$ cat src/rtl/sram_burst_pkg.sv
// Shared types and SRAM opcode constants for the SRAM burst initiator.
package sram_burst_pkg;

  typedef enum logic [1:0] {
    IDLE   = 2'd0,
    RUN_RD = 2'd1,
    RUN_WR = 2'd2
  } state_t;

  localparam logic SRAM_OP_READ  = 1'b1;
  localparam logic SRAM_OP_WRITE = 1'b0;

endpackage

$ cat src/rtl/sram_rd_skid.sv
// Single-entry read-data holding register; a new capture wins over a drain
// in the same cycle, so the beat stays valid and ordering is preserved.
module sram_rd_skid #(
  parameter int EleLen = 32
) (
  input  logic              clk,
  input  logic              rst,
  input  logic              i_capture,
  input  logic [EleLen-1:0] i_data,
  input  logic              i_ready,
  output logic              o_valid,
  output logic [EleLen-1:0] o_data
);

  logic              r_valid;
  logic [EleLen-1:0] r_data;

  always_ff @(posedge clk) begin
    if (rst) begin
      r_valid <= 1'b0;
      r_data  <= '0;
    end else if (i_capture) begin
      r_valid <= 1'b1;
      r_data  <= i_data;
    end else if (r_valid && i_ready) begin
      r_valid <= 1'b0;
    end
  end

  assign o_valid = r_valid;
  assign o_data  = r_data;

endmodule

$ cat src/rtl/sram_burst_initiator.sv
// Burst master for the single-port SRAM element array: one command at a time,
// streaming write data in or read data out. Optional SRAM_BURST_STALL_CNT_EN
// adds a saturating stall_cycles counter output.
module sram_burst_initiator
  import sram_burst_pkg::*;
#(
  parameter int EleLen      = 32,
  parameter int EleIdxWidth = 10,
  parameter int LenWidth    = EleIdxWidth + 1
) (
`ifdef SRAM_BURST_STALL_CNT_EN
  output logic [31:0]            stall_cycles,
`endif
  input  logic                   clk,
  input  logic                   rst,
  input  logic                   cmd_valid,
  output logic                   cmd_ready,
  input  logic                   cmd_read,
  input  logic [EleIdxWidth-1:0] cmd_addr,
  input  logic [LenWidth-1:0]    cmd_len,
  input  logic                   wr_valid,
  output logic                   wr_ready,
  input  logic [EleLen-1:0]      wr_data,
  output logic                   rd_valid,
  input  logic                   rd_ready,
  output logic [EleLen-1:0]      rd_data,
  output logic                   done,
  output logic                   sram_valid,
  output logic                   sram_read_or_write,
  output logic [EleIdxWidth-1:0] sram_addr,
  output logic [EleLen-1:0]      sram_write_ele,
  input  logic                   sram_ready,
  input  logic [EleLen-1:0]      sram_read_ele,
  output logic [1:0]             dbg_state
);

  // Every interface transfers exactly on a cycle where valid && ready are both
  // high at the clock edge; valid never depends on ready of the same channel
  // except the read path, which only requests when the skid slot can take it.

  state_t                 r_state;
  state_t                 w_next_state;
  logic [EleIdxWidth-1:0] r_cur_addr;
  logic [LenWidth-1:0]    r_remaining;
  logic                   r_done;
  logic [EleIdxWidth-1:0] r_addr_hold;
  logic [EleLen-1:0]      r_wdata_hold;
  logic                   r_rw_hold;
  logic                   w_cmd_accept;
  logic                   w_retire;
  logic                   w_rd_capture;
  logic                   w_last_beat;

  assign w_last_beat = (r_remaining == LenWidth'(1));

  always_ff @(posedge clk) begin
    if (rst) r_state <= IDLE;
    else     r_state <= w_next_state;
  end

  // Reset gates every request output so an abandoned burst issues nothing.
  always_comb begin
    w_next_state       = r_state;
    w_cmd_accept       = 1'b0;
    w_retire           = 1'b0;
    w_rd_capture       = 1'b0;
    cmd_ready          = 1'b0;
    wr_ready           = 1'b0;
    sram_valid         = 1'b0;
    sram_read_or_write = r_rw_hold;
    sram_addr          = r_addr_hold;
    sram_write_ele     = r_wdata_hold;
    if (!rst) begin
      case (r_state)
        IDLE: begin
          cmd_ready = 1'b1;
          if (cmd_valid) begin
            w_cmd_accept = 1'b1;
            if (cmd_len != '0) w_next_state = cmd_read ? RUN_RD : RUN_WR;
          end
        end
        RUN_WR: begin
          sram_valid         = wr_valid;
          sram_read_or_write = SRAM_OP_WRITE;
          sram_addr          = r_cur_addr;
          sram_write_ele     = wr_data;
          wr_ready           = sram_ready;
          w_retire           = wr_valid && sram_ready;
          if (w_retire && w_last_beat) w_next_state = IDLE;
        end
        RUN_RD: begin
          sram_valid         = !rd_valid || rd_ready;
          sram_read_or_write = SRAM_OP_READ;
          sram_addr          = r_cur_addr;
          w_retire           = sram_valid && sram_ready;
          w_rd_capture       = w_retire;
          if (w_retire && w_last_beat) w_next_state = IDLE;
        end
        default: w_next_state = IDLE;
      endcase
    end
  end

  always_ff @(posedge clk) begin
    if (rst) begin
      r_cur_addr   <= '0;
      r_remaining  <= '0;
      r_done       <= 1'b0;
      r_addr_hold  <= '0;
      r_wdata_hold <= '0;
      r_rw_hold    <= SRAM_OP_READ;
    end else begin
      r_done <= (w_cmd_accept && (cmd_len == '0)) || (w_retire && w_last_beat);
      if (w_cmd_accept) begin
        r_cur_addr  <= cmd_addr;
        r_remaining <= cmd_len;
      end else if (w_retire) begin
        r_cur_addr  <= r_cur_addr + 1'b1;
        r_remaining <= r_remaining - 1'b1;
      end
      // Snapshot what was driven so IDLE keeps presenting the last request.
      if (r_state != IDLE) begin
        r_addr_hold <= sram_addr;
        r_rw_hold   <= sram_read_or_write;
      end
      if (r_state == RUN_WR) r_wdata_hold <= wr_data;
    end
  end

  sram_rd_skid #(.EleLen(EleLen)) u_rd_skid (
    .clk      (clk),
    .rst      (rst),
    .i_capture(w_rd_capture),
    .i_data   (sram_read_ele),
    .i_ready  (rd_ready),
    .o_valid  (rd_valid),
    .o_data   (rd_data)
  );

`ifdef SRAM_BURST_STALL_CNT_EN
  logic [31:0] r_stall_cycles;

  always_ff @(posedge clk) begin
    if (rst || w_cmd_accept) begin
      r_stall_cycles <= '0;
    end else if ((r_state != IDLE) && sram_valid && !sram_ready &&
                 (r_stall_cycles != 32'hFFFF_FFFF)) begin
      r_stall_cycles <= r_stall_cycles + 32'd1;
    end
  end

  assign stall_cycles = r_stall_cycles;
`endif

  assign done      = r_done;
  assign dbg_state = r_state;

endmodule

$ cat config.mk
export PLATFORM = sky130hd
export DESIGN_NAME = sram_burst_initiator
export DESIGN_NICKNAME = d
export VERILOG_FILES = /design/src/rtl/sram_burst_pkg.sv /design/src/rtl/sram_rd_skid.sv /design/src/rtl/sram_burst_initiator.sv
export SDC_FILE = /design/constraint.sdc
export NUM_CORES = 1
export LEC_CHECK = 0
export CAP_MARGIN = 20
export CORE_MARGIN = 2
export CORE_UTILIZATION = 40
export DETAILED_ROUTE_END_ITERATION = 10
export PLACE_DENSITY_LB_ADDON = 0.08
export SETUP_SLACK_MARGIN = 0.15
export SYNTH_ARGS = -nofsm -noshare
export SYNTH_HDL_FRONTEND = slang
export SYNTH_SLANG_ARGS = --single-unit
$ cat constraint.sdc
create_clock -name clk -period 2.5 [get_ports clk]
set_clock_uncertainty 0.15 [all_clocks]
set_input_delay 0.375 -clock clk [delete_from_list [all_inputs] [get_ports clk]]
set_output_delay 0.375 -clock clk [all_outputs]
set_load 0.005 [all_outputs]
==> metrics.txt, run 1 <==
status=finished clean; Slew Limit Headroom=between 40% and 50%; die area=0.0126 sq mm; Layout Cells excl Fill=862; hold crit path type=in2reg; worst slew pin tran=773 ps; Critical Path Source Type=flop; area post-placement=0.00660 sq mm; first-pass GRT wire length=22.1 mm; Period minus WS final=2460 ps; share of layout cells above drive strength 1=25.7%; crit path DAT=1930 ps; Clock Path Buffers=2; fin crit share=98.4%; initial antenna violation count=0; total track usage=a little over a fifth; Worst-Skew Late Latency=between 300 and 400 ps; GPL Wtd Cong=0.800; clock slew at reported path FFs=60 ps; vias in the first global route=4321; Setup WS post-layout=roughly 41 ps; Seq/Total Area, Yosys=a little over two fifths; Setup CP Type=reg2out; met1 usage=27.9%; Top FF cell, synth=dfxtp_1; drt drc=0; CTS tree=yes; RSZ-0062 raised after global routing=true; CTS Buf Count=9; final instance area=between 0.007 and 0.008 sq mm; cell family with most CP delay=buffers and inverters; Worst Hold Endpoint=r_wdata_hold[22]$_SDFF_PP0_; met2 usage=a little over a third; worst hold margin=237 ps; launch point of the worst path=dbg_state[1]$_SDFFE_PP0P_; CTS H-tree depth=3; cells on worst reg2reg path=10; Root Driver=clkbuf_16; area grow syn2layout=62.4%; worst reg-to-reg setup slack=260 ps; crit path max-delay cell type=dfxtp_4; PwrDens=750 mW/mm^2; Synth Register Bits=100; Syn Nets=just over 600; syn_area_per_cell=9.09 sq um; total negative setup slack=0 ps; Sink Count=100; CP most frequent cell=buf_6; Rows=39; initial drt markers=198; First-pass DRT Iterations=4; Die Wd=112 um; final hold violation count=0; VDD IR max=between 0.5 and 0.6 mV; max_cap viols=0; Hold Startpoint=rst; Yosys cell types=48; leakage=2.85 nW; vias per inst=5.08; number of synthesized flops with an enable pin=0; Ports=174; Yosys top cell by area=dfxtp_1; core area=around 0.011 sq mm; antenna-violating nets left=0; Util after Layout=66.4%; Post-Route WL=13.9 mm; total power=5.69 mW; met3 usage=6.91%; DP HPWL=9.21 mm; reg2reg end=r_cur_addr[8]$_SDFFE_PP0P_; routed vias=4375; CP Buf/Inv Count=5; maximum fanout along the worst path=5; Setup WS pre-CTS=around 54 ps; Yosys top cell area share=42.9%; fmax=about 400 MHz; max incr delay on CP=380 ps; Chip Height=112 um; Final nets=812; Starting Density=roughly two fifths; Crit Reg-Reg Startpoint=dbg_state[1]$_SDFFE_PP0P_; Final Max Slew Viols=0; Async SR Flop Fraction=0%; # diodes=0; Syn Inst Count=~510; top-count cell post-synth=dfxtp_1; CP Capture Type=output port; top cells by count, synth=100 x dfxtp_1, 76 x nand2_1, 64 x nor2_1; Buffers on Ports=173; average wire per cell in the routed design=16.2 um; CP cell instances=inv_4 -> ha_4 -> nor2b_4 -> buf_6 -> buf_4 -> buf_6 -> mux2_4 -> buf_6; Synth area leaders=dfxtp_1 43%, mux2_2 10%, mux2i_1 7.5%; largest net degree at the start of global routing=71; grt ovf=0; Yosys warning total=0; Mapped Area=0.00467 sq mm; GRT busiest layer=met2; setup violators final=0; WHS Path Cells=2; dpl cells=814; worst path required time=approximately 2000 ps
## registers in the layout, summed over array words and instances (netlist names)
name / cells
r_addr_hold: 10
done: 1
u_rd_skid.o_data: 32
r_remaining: 11
r_cur_addr: 10
r_rw_hold: 1
r_wdata_hold: 32
u_rd_skid.o_valid: 1
dbg_state: 2
## power by group
part	switching, mW	internal [mW]
sequential	0.158	1.81
clock	0.590	0.832
combinational	0.925	1.37
## worst max path at each step
stage	to	slack [ps]	depth (start not counted)
2_1_floorplan	sram_write_ele[10]	390	7
3_3_place_gp	sram_addr[9]	120	6
3_5_place_dp	sram_addr[1]	50	6
4_1_cts	sram_addr[1]	-30	7
5_1_grt	sram_addr[9]	-30	8
6_report	sram_addr[9]	40	8
## timing repair
item,in CTS,in global routing
setup buffers,23,4
pin swaps,2,2
cloned,4,1
endpoints found under the setup margin,47,47
hold buffers,0,0
gates resized for setup,261,46
## area by class of cell
class | instances | area [sq um]
Fill cell | 927 | 3830
Multi-Input combinational cell | 375 | 2720
Timing Repair Buffer | 224 | 2350
Sequential cell | 100 | 2010
Clock buffer | 13 | 260
Tap cell | 143 | 179
Clock inverter | 3 | 45.0
Inverter | 4 | 20.0
## metal layers
metal	share of wire [%]	routed length (um)
met1	45	6230
met2	47	6520
met3	6.7	929
met4	1.7	238
met5	0	0
## worst reg2reg max path, stage by stage (launching register included)
cell and delay (ps):
dfxtp_4 380, inv_4 50, ha_4 250, nor2b_4 170, buf_6 130, buf_6 90, buf_6 100, and2_4 160
nand3_2 100, or3_1 330, a311oi_2 240
## logic make-up (layout without fill, tap and decap cells)
| group | count (synthesis) | after routing | synth area share, % |
|---|---|---|---|
| compound gates | 67 | 67 | 9.19 |
| xor+xnor | 17 | 17 | 3.19 |
| fa+ha+maj | 6 | 6 | 1.61 |
| buf+inv | 39 | 244 | 3.70 |
| flops | 100 | 100 | 42.9 |
| mux | 78 | 78 | 17.9 |
| simple gates | 207 | 207 | 21.6 |
## layout by cell type (no fill, tap or decap), types with 5 or more instances in the layout
cell type        count
clkdlybuf4s50_1    127
dfxtp_1             98
nand2_1             76
nor2_1              64
buf_6               62
mux2_4              43
a21oi_1             35
mux2i_1             35
buf_4               25
xnor2_1             14
a211oi_1            14
nor3_1              13
nor2b_1             11
clkbuf_16           10
nand3_1              7
nor4_1               5
No activity file was read; power rests on OpenSTA's default activity.
==> run 2: changes to the inputs <==
--- a/config.mk
+++ b/config.mk
@@ -8,6 +8,7 @@
 export CAP_MARGIN = 20
 export CORE_MARGIN = 2
 export CORE_UTILIZATION = 40
+export CTS_CLUSTER_SIZE = 28
 export DETAILED_ROUTE_END_ITERATION = 10
 export PLACE_DENSITY_LB_ADDON = 0.08
 export SETUP_SLACK_MARGIN = 0.15
==> results of run 2 <==
No change in the layout: final DEF, timing and power equal those of run 1.
==> run 3: changes to the inputs <==
--- a/config.mk
+++ b/config.mk
@@ -5,6 +5,7 @@
 export SDC_FILE = /design/constraint.sdc
 export NUM_CORES = 1
 export LEC_CHECK = 0
+export ABC_AREA = 1
 export CAP_MARGIN = 20
 export CORE_MARGIN = 2
 export CORE_UTILIZATION = 40
==> metrics.txt, run 3 <==
hold crit path type=reg2reg (was in2reg); total track usage=21.6% (was 21.8%); die area=0.0127 sq mm (was 0.0126 sq mm); final instance area=0.00709 sq mm (was 0.00759 sq mm); Hold Startpoint=u_rd_skid.o_data[26]$_SDFFE_PP0P_ (was rst); Buffers on Ports=173 (unchanged); fin crit share=93.5% (was 98.4%); NetSw=2.50 mW (was 1.67 mW); Syn Nets=791 (was 612); Yosys top cell area share=42.4% (was 42.9%); Syn Inst Count=693 (was 514); Clock Path Buffers=2 (unchanged); Period minus WS final=2340 ps (was 2460 ps); max_cap viols=0 (unchanged); top-count cell post-synth=nand2_1 (was dfxtp_1); Seq/Total Area, Yosys=42.4% (was 42.9%); fmax=428 MHz (was 407 MHz); top cells by count, synth=162 x nand2_1, 130 x nor2_1, 100 x dfxtp_1 (was 100 x dfxtp_1, 76 x nand2_1, 64 x nor2_1); Synth Register Bits=100 (unchanged); area post-placement=0.00657 sq mm (was 0.00660 sq mm); reg2reg end=r_cur_addr[8]$_SDFFE_PP0P_ (unchanged); crit path DAT=1810 ps (was 1930 ps); First-pass DRT Iterations=5 (was 4); Yosys cell types=32 (was 48); clock slew at reported path FFs=70 ps (was 60 ps); Die Wd=113 um (was 112 um); switching portion of total power=36.4% (was 29.4%); Async SR Flop Fraction=0% (unchanged); average wire per cell in the routed design=13.9 um (was 16.2 um); setup violators final=0 (unchanged); share of layout cells above drive strength 1=8.55% (was 25.7%); grt ovf=0 (unchanged); syn_area_per_cell=6.82 sq um (was 9.09 sq um); Starting Density=41.2% (was 40.9%); Post-Route WL=14.0 mm (was 13.9 mm); total negative setup slack=0 ps (unchanged); routed vias=4968 (was 4375); Crit Reg-Reg Startpoint=dbg_state[1]$_SDFFE_PP0P_ (unchanged); Yosys warning total=0 (unchanged); initial antenna violation count=0 (unchanged); drt drc=0 (unchanged); final hold violation count=0 (unchanged); status=finished clean (unchanged); Seq pwr share=31.7% (was 34.6%); Worst-Skew Late Latency=350 ps (was 340 ps); first-pass GRT wire length=22.2 mm (was 22.1 mm); core area=0.0115 sq mm (was 0.0114 sq mm); CTS tree=yes (unchanged); vias in the first global route=4680 (was 4321); Clock Power Share=22.3% (was 25.0%); Rows=39 (unchanged); CTS H-tree depth=3 (unchanged); worst reg-to-reg setup slack=470 ps (was 260 ps); largest net degree at the start of global routing=77 (was 71); WHS Path Cells=2 (unchanged); Top FF cell, synth=dfxtp_1 (unchanged); Slew Limit Headroom=64.0% (was 48.5%); DP HPWL=9.57 mm (was 9.21 mm); Yosys top cell by area=dfxtp_1 (unchanged); Chip Height=113 um (was 112 um); Mapped Area=0.00472 sq mm (was 0.00467 sq mm); Synth area leaders=dfxtp_1 42%, nand2_1 13%, nor2_1 10% (was dfxtp_1 43%, mux2_2 10%, mux2i_1 7.5%); Final Max Slew Viols=0 (unchanged); vias per inst=4.92 (was 5.08); Root Driver=clkbuf_16 (unchanged); PwrDens=968 mW/mm^2 (was 750 mW/mm^2); # diodes=0 (unchanged); VDD IR max=0.594 mV (was 0.567 mV); Final nets=959 (was 812); Setup CP Type=reg2out (unchanged); number of synthesized flops with an enable pin=0 (unchanged); most frequent cells in the layout=162 x nand2_1, 130 x nor2_1, 127 x clkdlybuf4s50_1 (was 127 x clkdlybuf4s50_1, 98 x dfxtp_1, 76 x nand2_1); leakage=3.07 nW (was 2.85 nW); CTS Buf Count=9 (unchanged); Post-CTS Hold Buffers=0 (unchanged); Combinational Power Share=46.1% (was 40.4%); antenna-violating nets left=0 (unchanged); initial drt markers=318 (was 198); commonest non-fill, non-tap cell in the layout=nand2_1 (was clkdlybuf4s50_1); P_int=4.37 mW (was 4.02 mW); Worst Hold Endpoint=u_rd_skid.o_data[26]$_SDFFE_PP0P_ (was r_wdata_hold[22]$_SDFF_PP0_); Sink Count=100 (unchanged); worst path required time=1980 ps (about the same); GPL Wtd Cong=0.888 (was 0.800); maximum fanout along the worst path=8 (was 5); CP Capture Type=output port (unchanged); worst slew pin tran=540 ps (was 773 ps); area grow syn2layout=50.0% (was 62.4%); cells on worst reg2reg path=11 (was 10); Ports=174 (unchanged); Critical Path Source Type=flop (unchanged); RSZ-0062 raised after global routing=true (unchanged)
-- run 3: changes by cell type in the layout (fill, tap and decap cells not counted), sizes merged, moves of 17 or more --
cell         change
a211oi          -17
buf             -77
dlygate4sd2     +38
inv             +49
mux2            -41
mux2i           -35
nand2           +88
nand3           +17
nor2            +68
o21ai           +90
-- run 3: stage by stage --
step	instances	total power [mW]	hold slack, ps	worst slack [ps]	util [%]
after floorplan	693	3.79	292	579	-
after global placement	987	5.13	301	166	57.3
after detailed placement	987	5.18	304	130	57.3
after CTS	1008	6.81	316	-48.8	61.1
after global routing	1009	7.37	329	82.6	61.8
final	1009	6.86	314	164	61.8
-- run 3: kinds of logic after synthesis --
group | Yosys count | share of synthesized area (%)
adders and majority gates | 6 | 1.59
and+or+nand+nor | 342 | 29.9
buffers and inverters | 87 | 7.81
xor gates and xnor gates | 8 | 1.48
muxes | 2 | 0.477
DFF | 100 | 42.4
AOI/OAI and AO/OA | 148 | 16.3
-- run 3: power groups by stage --
stage	clock [mW]	sequential, mW	combinational, mW
after global routing	1.63	2.22	3.52
after global placement	0	2.18	2.95
final	1.53	2.17	3.16
after floorplan	0	2.15	1.64
after detailed placement	0	2.19	2.99
after CTS	1.56	2.16	3.08
-- run 3: worst max-delay path, stage by stage, from the launching register on --
cell             delay (ps)
dfxtp_2                 330
buf_6                   120
ha_4                    180
inv_8                    80
buf_12                  120
buf_4                   140
o21ai_2                  60
o21ai_1                 200
clkdlybuf4s15_2         230
-- run 3: cell type report --
| class | count | area [sq um] |
|---|---|---|
| well taps | 143 | 179 |
| fillers | 1042 | 4380 |
| inverters | 53 | 209 |
| clock inverters | 6 | 87.6 |
| flip-flops and latches | 100 | 2000 |
| multi-input cells | 506 | 2450 |
| repair buffers | 191 | 1920 |
| clock buffers | 10 | 239 |
-- run 3: what timing repair did --
action / CTS / global route
setup endpoints to repair: 45 / 36
gates resized for setup: 99 / 34
cloned: 2 / 1
buffers inserted: 3 / 0
pin swaps: 7 / 3
-- run 3: routing by layer --
layer  track usage (%)  vias up  share of wire, %  wire, um
met2              35.0      176                47      6510
met4              8.94        0               2.1       288
li1                  -     2571                 -         -
met1              26.9     2202                43      5990
met5                 0        -                 0         0
met3              6.48       19               8.5      1190
-- run 3: how the worst max path moves through the flow --
stage | cells past startpoint | endpoint | from
after floorplan | 7 | sram_write_ele[26] | dbg_state[0]$_SDFFE_PP0P_
after global placement | 7 | sram_write_ele[24] | dbg_state[0]$_SDFFE_PP0P_
after detailed placement | 7 | sram_write_ele[4] | dbg_state[0]$_SDFFE_PP0P_
after CTS | 7 | sram_addr[0] | dbg_state[0]$_SDFFE_PP0P_
after global routing | 7 | sram_write_ele[6] | dbg_state[1]$_SDFFE_PP0P_
final | 8 | sram_write_ele[16] | dbg_state[1]$_SDFFE_PP0P_
